`src/rtl/anu_mem_arbiter_pkg.sv`:
```
// Shared encodings for the memory arbiter: access modes, FSM states,
// the fetch-abort instruction and the captured memory command.
package anu_mem_arbiter_pkg;

    localparam logic [1:0] MODE_NONE = 2'b00;
    localparam logic [1:0] MODE_BYTE = 2'b01;
    localparam logic [1:0] MODE_HALF = 2'b10;
    localparam logic [1:0] MODE_WORD = 2'b11;

    localparam logic [1:0] ST_IDLE   = 2'd0;
    localparam logic [1:0] ST_IF_ACC = 2'd1;
    localparam logic [1:0] ST_D_ACC  = 2'd2;
    localparam logic [1:0] ST_D_ERR  = 2'd3;

    // Returned to the core when a fetch is abandoned, so it executes a harmless addi x0,x0,0.
    localparam logic [31:0] NOP_INSTR = 32'h0000_0013;

    typedef struct packed {
        logic        we;
        logic [31:0] addr;
        logic [3:0]  be;
        logic [31:0] wdata;
    } mem_cmd_t;

    // Memory bus is word addressed; low byte-address bits are carried by the enables.
    function automatic logic [31:0] word_addr(input logic [31:0] byte_addr);
        return byte_addr & 32'hFFFF_FFFC;
    endfunction

endpackage

```
`src/rtl/anu_mem_arbiter_lane_steer.sv`:
```
// Lane steering for data accesses: misalignment detection, byte enables
// and store-data replication across the 32-bit memory bus.
module anu_lane_steer
    import anu_mem_arbiter_pkg::*;
(
    input  logic [1:0]  i_mode,
    input  logic [1:0]  i_addr_lo,
    input  logic [31:0] i_wdata,
    output logic        o_misalign,
    output logic [3:0]  o_be,
    output logic [31:0] o_wdata
);

    // Decode mode and low address bits into enables and replicated data.
    always_comb begin
        o_misalign = 1'b0;
        o_be       = 4'b0000;
        o_wdata    = i_wdata;
        case (i_mode)
            MODE_BYTE: begin
                o_be    = 4'b0001 << i_addr_lo;
                o_wdata = {4{i_wdata[7:0]}};
            end
            MODE_HALF: begin
                o_misalign = i_addr_lo[0];
                o_be       = 4'b0011 << {i_addr_lo[1], 1'b0};
                o_wdata    = {2{i_wdata[15:0]}};
            end
            MODE_WORD: begin
                o_misalign = |i_addr_lo;
                o_be       = 4'b1111;
            end
            default: begin
                o_be = 4'b0000;
            end
        endcase
    end

endmodule

```
`src/rtl/anu_mem_arbiter.sv`:
```
// Single-port memory arbiter between instruction fetch and load/store ports.
//
// state     | meaning
// ----------+------------------------------------------------------------
// ST_IDLE   | no access in flight; arbitrate when no response pulse is out
// ST_IF_ACC | fetch command on the bus, waiting for m_ack or timeout
// ST_D_ACC  | data command on the bus, waiting for m_ack or timeout
// ST_D_ERR  | misaligned data request; d_done/d_err pulse, no bus cycle
module anu_mem_arbiter
    import anu_mem_arbiter_pkg::*;
#(
    parameter int TIMEOUT    = 255,
    parameter int MAX_DBURST = 4
) (
    input  logic        clk,
    input  logic        rst,
    input  logic        if_req,
    input  logic [31:0] if_addr,
    output logic [31:0] if_rdata,
    output logic        if_rvalid,
    input  logic        d_req,
    input  logic        d_we,
    input  logic [1:0]  d_mode,
    input  logic [31:0] d_addr,
    input  logic [31:0] d_wdata,
    output logic [31:0] d_rdata,
    output logic        d_done,
    output logic        d_err,
    output logic        stall,
    output logic        m_req,
    output logic        m_we,
    output logic [31:0] m_addr,
    output logic [3:0]  m_be,
    output logic [31:0] m_wdata,
    input  logic        m_ack,
    input  logic [31:0] m_rdata
);

    localparam int TW = (TIMEOUT > 1) ? $clog2(TIMEOUT + 1) : 1;
    localparam int BW = (MAX_DBURST > 0) ? $clog2(MAX_DBURST + 1) : 1;
    localparam logic [TW-1:0] TMO_LAST  = TW'(TIMEOUT - 1);
    localparam logic [BW-1:0] BURST_MAX = BW'(MAX_DBURST);

    logic [1:0]    r_state;
    mem_cmd_t      r_cmd;
    logic [TW-1:0] r_tmo;
    logic [BW-1:0] r_burst;
    logic [31:0]   r_if_rdata;
    logic          r_if_rvalid;
    logic [31:0]   r_d_rdata;
    logic          r_d_done;
    logic          r_d_err;

    logic          w_misalign;
    logic [3:0]    w_be;
    logic [31:0]   w_wdata;
    logic          w_d_valid;
    logic          w_if_valid;
    logic          w_resp_busy;
    logic          w_burst_full;
    logic          w_grant_d;
    logic          w_grant_if;
    logic          w_timeout;
    logic          w_in_acc;

    anu_lane_steer u_lane_steer (
        .i_mode     (d_mode),
        .i_addr_lo  (d_addr[1:0]),
        .i_wdata    (d_wdata),
        .o_misalign (w_misalign),
        .o_be       (w_be),
        .o_wdata    (w_wdata)
    );

    // Arbitration: data wins unless it has used up its burst allowance while a
    // fetch waits. Nothing is granted while a response pulse is out, because
    // the requester has not yet had the chance to drop or change its request.
    always_comb begin
        w_d_valid    = d_req & (d_mode != MODE_NONE);
        w_if_valid   = if_req;
        w_resp_busy  = r_if_rvalid | r_d_done;
        w_burst_full = (r_burst == BURST_MAX);
        w_grant_d    = ~w_resp_busy & w_d_valid & ~(w_burst_full & w_if_valid);
        w_grant_if   = ~w_resp_busy & w_if_valid & ~w_grant_d;
        w_timeout    = (TIMEOUT != 0) && (r_tmo == TMO_LAST);
        w_in_acc     = (r_state == ST_IF_ACC) | (r_state == ST_D_ACC);
    end

    // Sequencer: grant, drive the captured command until ack or timeout, pulse the result.
    always_ff @(posedge clk or posedge rst) begin
        if (rst) begin
            r_state     <= ST_IDLE;
            r_cmd       <= '0;
            r_tmo       <= '0;
            r_burst     <= '0;
            r_if_rdata  <= '0;
            r_if_rvalid <= 1'b0;
            r_d_rdata   <= '0;
            r_d_done    <= 1'b0;
            r_d_err     <= 1'b0;
        end else begin
            r_if_rvalid <= 1'b0;
            r_d_done    <= 1'b0;
            r_d_err     <= 1'b0;
            case (r_state)
                ST_IDLE: begin
                    r_tmo <= '0;
                    if (w_grant_d) begin
                        if (w_if_valid && !w_burst_full) begin
                            r_burst <= r_burst + 1'b1;
                        end
                        if (w_misalign) begin
                            r_state  <= ST_D_ERR;
                            r_d_done <= 1'b1;
                            r_d_err  <= 1'b1;
                        end else begin
                            r_state       <= ST_D_ACC;
                            r_cmd.we      <= d_we;
                            r_cmd.addr    <= word_addr(d_addr);
                            r_cmd.be      <= w_be;
                            r_cmd.wdata   <= w_wdata;
                        end
                    end else if (w_grant_if) begin
                        r_burst     <= '0;
                        r_state     <= ST_IF_ACC;
                        r_cmd.we    <= 1'b0;
                        r_cmd.addr  <= word_addr(if_addr);
                        r_cmd.be    <= 4'b1111;
                        r_cmd.wdata <= '0;
                    end
                end
                ST_IF_ACC: begin
                    if (m_ack) begin
                        r_if_rdata  <= m_rdata;
                        r_if_rvalid <= 1'b1;
                        r_state     <= ST_IDLE;
                    end else if (w_timeout) begin
                        r_if_rdata  <= NOP_INSTR;
                        r_if_rvalid <= 1'b1;
                        r_state     <= ST_IDLE;
                    end else begin
                        r_tmo <= r_tmo + 1'b1;
                    end
                end
                ST_D_ACC: begin
                    if (m_ack) begin
                        r_d_rdata <= m_rdata;
                        r_d_done  <= 1'b1;
                        r_state   <= ST_IDLE;
                    end else if (w_timeout) begin
                        r_d_done <= 1'b1;
                        r_d_err  <= 1'b1;
                        r_state  <= ST_IDLE;
                    end else begin
                        r_tmo <= r_tmo + 1'b1;
                    end
                end
                ST_D_ERR: begin
                    r_state <= ST_IDLE;
                end
                default: begin
                    r_state <= ST_IDLE;
                end
            endcase
        end
    end

    // Bus and core-side outputs come straight from state and capture registers.
    always_comb begin
        m_req     = w_in_acc;
        m_we      = r_cmd.we & w_in_acc;
        m_addr    = r_cmd.addr;
        m_be      = r_cmd.be;
        m_wdata   = r_cmd.wdata;
        if_rdata  = r_if_rdata;
        if_rvalid = r_if_rvalid;
        d_rdata   = r_d_rdata;
        d_done    = r_d_done;
        d_err     = r_d_err;
        stall     = (if_req & ~r_if_rvalid) | (d_req & ~r_d_done);
    end

endmodule

```
`config.mk`:
```
export PLATFORM = sky130hd
export DESIGN_NAME = anu_mem_arbiter
export DESIGN_NICKNAME = d
export VERILOG_FILES = /design/src/rtl/anu_mem_arbiter_pkg.sv /design/src/rtl/anu_mem_arbiter_lane_steer.sv /design/src/rtl/anu_mem_arbiter.sv
export SDC_FILE = /design/constraint.sdc
export NUM_CORES = 1
export LEC_CHECK = 0
export CAP_MARGIN = 30
export CORE_ASPECT_RATIO = 1.75
export CORE_MARGIN = 8
export CORE_UTILIZATION = 47
export CTS_CLUSTER_SIZE = 40
export DETAILED_ROUTE_END_ITERATION = 16
export HOLD_SLACK_MARGIN = 0.06
export PLACE_DENSITY = 0.87
export SLEW_MARGIN = 20
export SYNTH_ARGS = -nofsm -noshare
export SYNTH_HDL_FRONTEND = slang
export SYNTH_SLANG_ARGS = --single-unit
```
`constraint.sdc`:
```
create_clock -name clk -period 13.2 [get_ports clk]
set_input_delay 2.64 -clock clk [delete_from_list [all_inputs] [get_ports clk]]
set_output_delay 2.64 -clock clk [all_outputs]
set_load 0.01 [all_outputs]
```
Word level (Yosys, flattened, before mapping)
Index checks and enable logic that the tools add are counted.

Bits in registers: 149. Latch bits: 0. Bits in writable memories: 0. Bits in read-only memories: 0. Input bits: 136. Logic and storage cells: 90. Memories kept: 0.

Add/sub/neg operators: 2. $mul: 0. Div/mod/pow operators: 0. Order comparisons: 0. Equality and inequality tests: 14. Shifts and indexed selects: 2. Multiplexer cells: 28. Bitwise logic cells: 17. Reductions and logical operators: 15.

Operators by type and width (number): 69-bit two-way mux (3); 32-bit two-way mux (2); 32-bit case mux with 2 select lines (1); 8-bit two-way mux (2); 8-bit case mux with 2 select lines (1); 4-bit case mux with 3 select lines (1); 1-bit bitwise AND (9); 3-bit two-way mux (3); 3-bit AND reduction (3); 8-bit by 1-bit adder with 8-bit output (second input constant) (1); 2-bit == test (second input constant) (4); 8-bit == test (second input constant) (1); 2-bit two-way mux (4); 2-bit nonzero test (4); 1-bit two-way mux (7); 2-bit != test (second input constant) (3); 1-bit case mux with 2 select lines (3); 2-bit case mux with 3 select lines (1); 2-bit AND reduction (3); 1-bit NOT (5); 2-bit by 1-bit == test with 1-bit output (second input constant) (2); 2-bit OR reduction (2); 1-bit by 2-bit left shift with 4-bit output (first input constant) (1); 2-bit by 2-bit left shift with 4-bit output (first input constant) (1); other kinds (9) (11).

Logic depth before layout (Yosys ltp)
Word-level depth: 9. Depth in mapped cells: 8.

Modules after synthesis
From an unflattened synthesis, not the netlist that was laid out.

Cells, all modules: 585. Area, all modules: 7293.2 um^2.

By module, submodules not included: anu_mem_arbiter (instances 1, cells each 492, area an instance 6721.4 um^2, sequential area each 3678.5 um^2); anu_lane_steer (instances 1, cells each 93, area an instance 571.8 um^2, sequential area each 0.0 um^2).

Worst setup path after synthesis
Ideal clock, no wire load.

Path kind: input to output. Start point: input d_req. End point: output stall. Arrival time: 2.885 ns. Slack: 7.675 ns. Cell stages on the path: 2. Path through: inv_1 > o22ai_1.

Word-level cells in the longest chain between the ends: 2.

RTL lines: from (decl) (line anu_mem_arbiter.sv:21) `input logic d_req,`; 1-bit bitwise AND (line anu_mem_arbiter.sv:180) `stall = (if_req & ~r_if_rvalid) | (d_req & ~r_d_done);`; 1-bit OR (line anu_mem_arbiter.sv:180); to (decl) (line anu_mem_arbiter.sv:29) `output logic stall,`.

Every way passes these cells.

Worst setup path in the final report
Start point: input if_req. End point: output stall.

Word-level cells in the longest chain between the ends: 2.

RTL lines: from (decl) (line anu_mem_arbiter.sv:17) `input logic if_req,`; 1-bit bitwise AND (line anu_mem_arbiter.sv:180); 1-bit OR (line anu_mem_arbiter.sv:180).

Every way passes these cells.

==> results by group <==
Clock network
  • Clock Latency Late Sink: 0.41 ns
  • Sink Count: 147
  • Clock Tree Buf Depth: 2
  • H-tree levels: 4
  • CTS resizes: 0
  • Count of hold-fix buffers inserted at cts: 0
  • Root Driver: clkbuf_16
  • Post-CTS Setup Bufs: 0
  • CTS Buf Count: 17
  • Clock Pin Slew Worst Setup and Hold Paths: 0.06 ns
  • CTS tree: done

Synth
  • Ys async rst share: 1.000
  • Most used flip-flop cell after synthesis: dfrtp_1
  • #FFs+latches synth: 147
  • Mean Syn Cell Area: 11.18 sq um
  • Yosys Warn Count: 0
  • Mapped cell area: 6930 sq um
  • Number of synthesized flops with an enable pin: 0
  • Post-synthesis sequential area ratio: 0.5308
  • Synth Instances: 620
  • Yosys cell types: 50

Place
  • Placed Instances: 978
  • DP HPWL: 14,910 um
  • Routability Congestion: 0.8661
  • Placed cell area: 9301 sq um
  • Buffers added on ports: 269

Route
  • Total Routed Length: 20,320 um
  • Avg WL per Cell: 20.11 um
  • Drt drc: 0
  • Final antenna-violating net count: 0
  • Vias/cell: 5.483
  • Vias: 5,538
  • Detailed Route Iter0 Violations: 235
  • Drt first pass iters: 5

Final layout
  • Post-layout util: 0.6790
  • # diodes: 0
  • Seq. cell area: 3679 sq um
  • Final Cell Area: 9925 sq um
  • Fill count: 1,080
  • Most frequent cells in the layout: clkdlybuf4s50_1 (269), dfrtp_1 (147), inv_1 (47)
  • Multi-input logic area: 2394 sq um
  • Layout area overhead: 43.20%
  • Final net count: 963
  • Commonest non-fill, non-tap cell in the layout: clkdlybuf4s50_1
  • Layout cells sized above 1: 0.1004
  • Final Non-Filler Cells: 1,010

STA
  • Setup_tns: 0 ns
  • Max transition margin: 0.5674
  • Unrepaired setup endpoints after global routing: no
  • Fin. Hold Viols: 0
  • Max-slew violations: 0
  • Max Clock Skew: 0.009155 ns
  • Highest Clock Rate: 0.1509 GHz
  • Tcrit/Tclk final: 0.5019
  • Period minus WS final: 6.625 ns
  • Slew @ Worst Pin: 0.6465 ns
  • Final Setup Violations: 0

Floorplanning
  • Die width: 107.8 um
  • Initial Util: 0.4741
  • Core area: 14,620 sq um
  • Total Die Area: 19,040 sq um
  • Row cnt: 59
  • Ports: 274
  • Die height: 176.6 um

Critical path
  • CP required: 10.56 ns
  • Crit path capture type: primary output
  • Reg2reg setup slack: 10.44 ns
  • Most frequent CP cell: clkdlybuf4s50_1
  • CP Cell Sequence: clkdlybuf4s50_1 -> inv_1 -> o22ai_1 -> clkdlybuf4s50_1
  • Worst path max stage delay: 0.58 ns
  • Critical path class: in -> out
  • Slowest cell on the critical path: clkdlybuf4s50_1
  • CP Max Fanout: 5
  • CP startpoint kind: input pin
  • Arrival @ worst endpoint: 3.99 ns

Min path
  • Hold crit path type: reg -> reg

Run
  • Max-Cap Viols: 0

GRT
  • First-pass GRT wire length: 31,910 um
  • Initial antenna violation count: 0
  • Maximum number of pins on one net before global-route repair: 66
  • Overall routing resource usage: 0.2129
  • Total gr overflow: 0
  • Number of global-route vias before repair: 5,914

Power and ir drop
  • Sequential Power Share: 0.335
  • P_leak: 0.004279 uW
  • Cell internal pwr: 1517 uW
  • Logic pwr share: 0.443
  • Switch share: 0.3317
  • Clock network fraction of total power: 0.222
  • Total Power: 2270 uW
  • Peak VDD IR: 0.0001461 V
  • Pwr Density: 228.7 nW/um^2
  • Net switching power: 752.9 uW

Run status
  • Status: finished clean
==> through the flow <==
step                hold WS (ns)  setup slack [ns]
global route              0.5021             6.518
global placement          0.4709             6.599
floorplan                 0.4573             6.609
detailed placement        0.4724             6.605
finish                    0.4859             6.575
CTS                       0.4909             6.588
==> layout make-up <==
cell class / instances / area share
clock inverter: 10 / 0.01500
tap: 183 / 0.02307
multi-input combinational: 321 / 0.2412
sequential: 147 / 0.3707
inverter: 48 / 0.01866
timing repair buffer: 279 / 0.2837
clock buffer: 22 / 0.04778
==> final timing paths <==
check,start,cells past startpoint,to
max in group asynchronous,rst,4,m_addr[28]
hold reg to reg,m_wdata[17],1,m_wdata[17]
setup reg to reg,r_state[0],8,m_wdata[5]
hold / removal,m_wdata[17],1,m_wdata[17]
setup / recovery,if_req,4,stall
min in group asynchronous,rst,2,d_rdata[16]
==> layer usage <==
metal / global-route usage / wire length (um)
met5: 0 / 0
met4: 0.1076 / 856
met1: 0.2342 / 7428
met2: 0.3622 / 10450
met3: 0.06200 / 1584
==> logic make-up (layout without fill, tap and decap cells) <==
logic type               count (synthesis)  in the layout  share of synthesized area
AO/OA/AOI/OAI                          200            200                     0.2094
adder cells (fa/ha/maj)                 13             13                    0.02347
buffers and inverters                  153            359                     0.1246
flip-flops                             147            147                     0.5308
multiplexers                            34             34                    0.05488
other                                    1              2                  0.0005411
AND/OR/NAND/NOR                         72             72                    0.05633
==> Yosys cell counts, drive strengths merged (10+ instances only) <==
master,n,share of area
dfrtp,147,0.53
buf,81,0.086
inv,48,0.026
a22o,38,0.048
a21oi,36,0.026
mux2,32,0.052
o21ai,31,0.022
o32ai,30,0.038
clkbuf,24,0.013
nand2,24,0.013
o2bb2ai,23,0.029
ha,13,0.023
nand3,10,0.0072
==> flip-flops by register name, indices dropped and copies added, names as in the netlist <==
signal,cells
m_wdata,32
if_rvalid,1
r_tmo,8
d_err,1
r_burst,3
d_rdata,32
if_rdata,32
m_addr,30
m_be,4
r_cmd,1
d_done,1
r_state,2
==> worst max-delay path: cells and delay by family <==
kind	cells	cell delay [ns]
buf+inv	3	1.21
compound gates	1	0.13
==> power by group through the flow <==
stage	Clock [uW]	Sequential, uW	Combinational [uW]
floorplan	0	794	546
global placement	0	756	987
detailed placement	0	764	1020
CTS	514	761	1020
global route	533	786	1080
finish	504	760	1010
(Power assumes the default switching activity.)
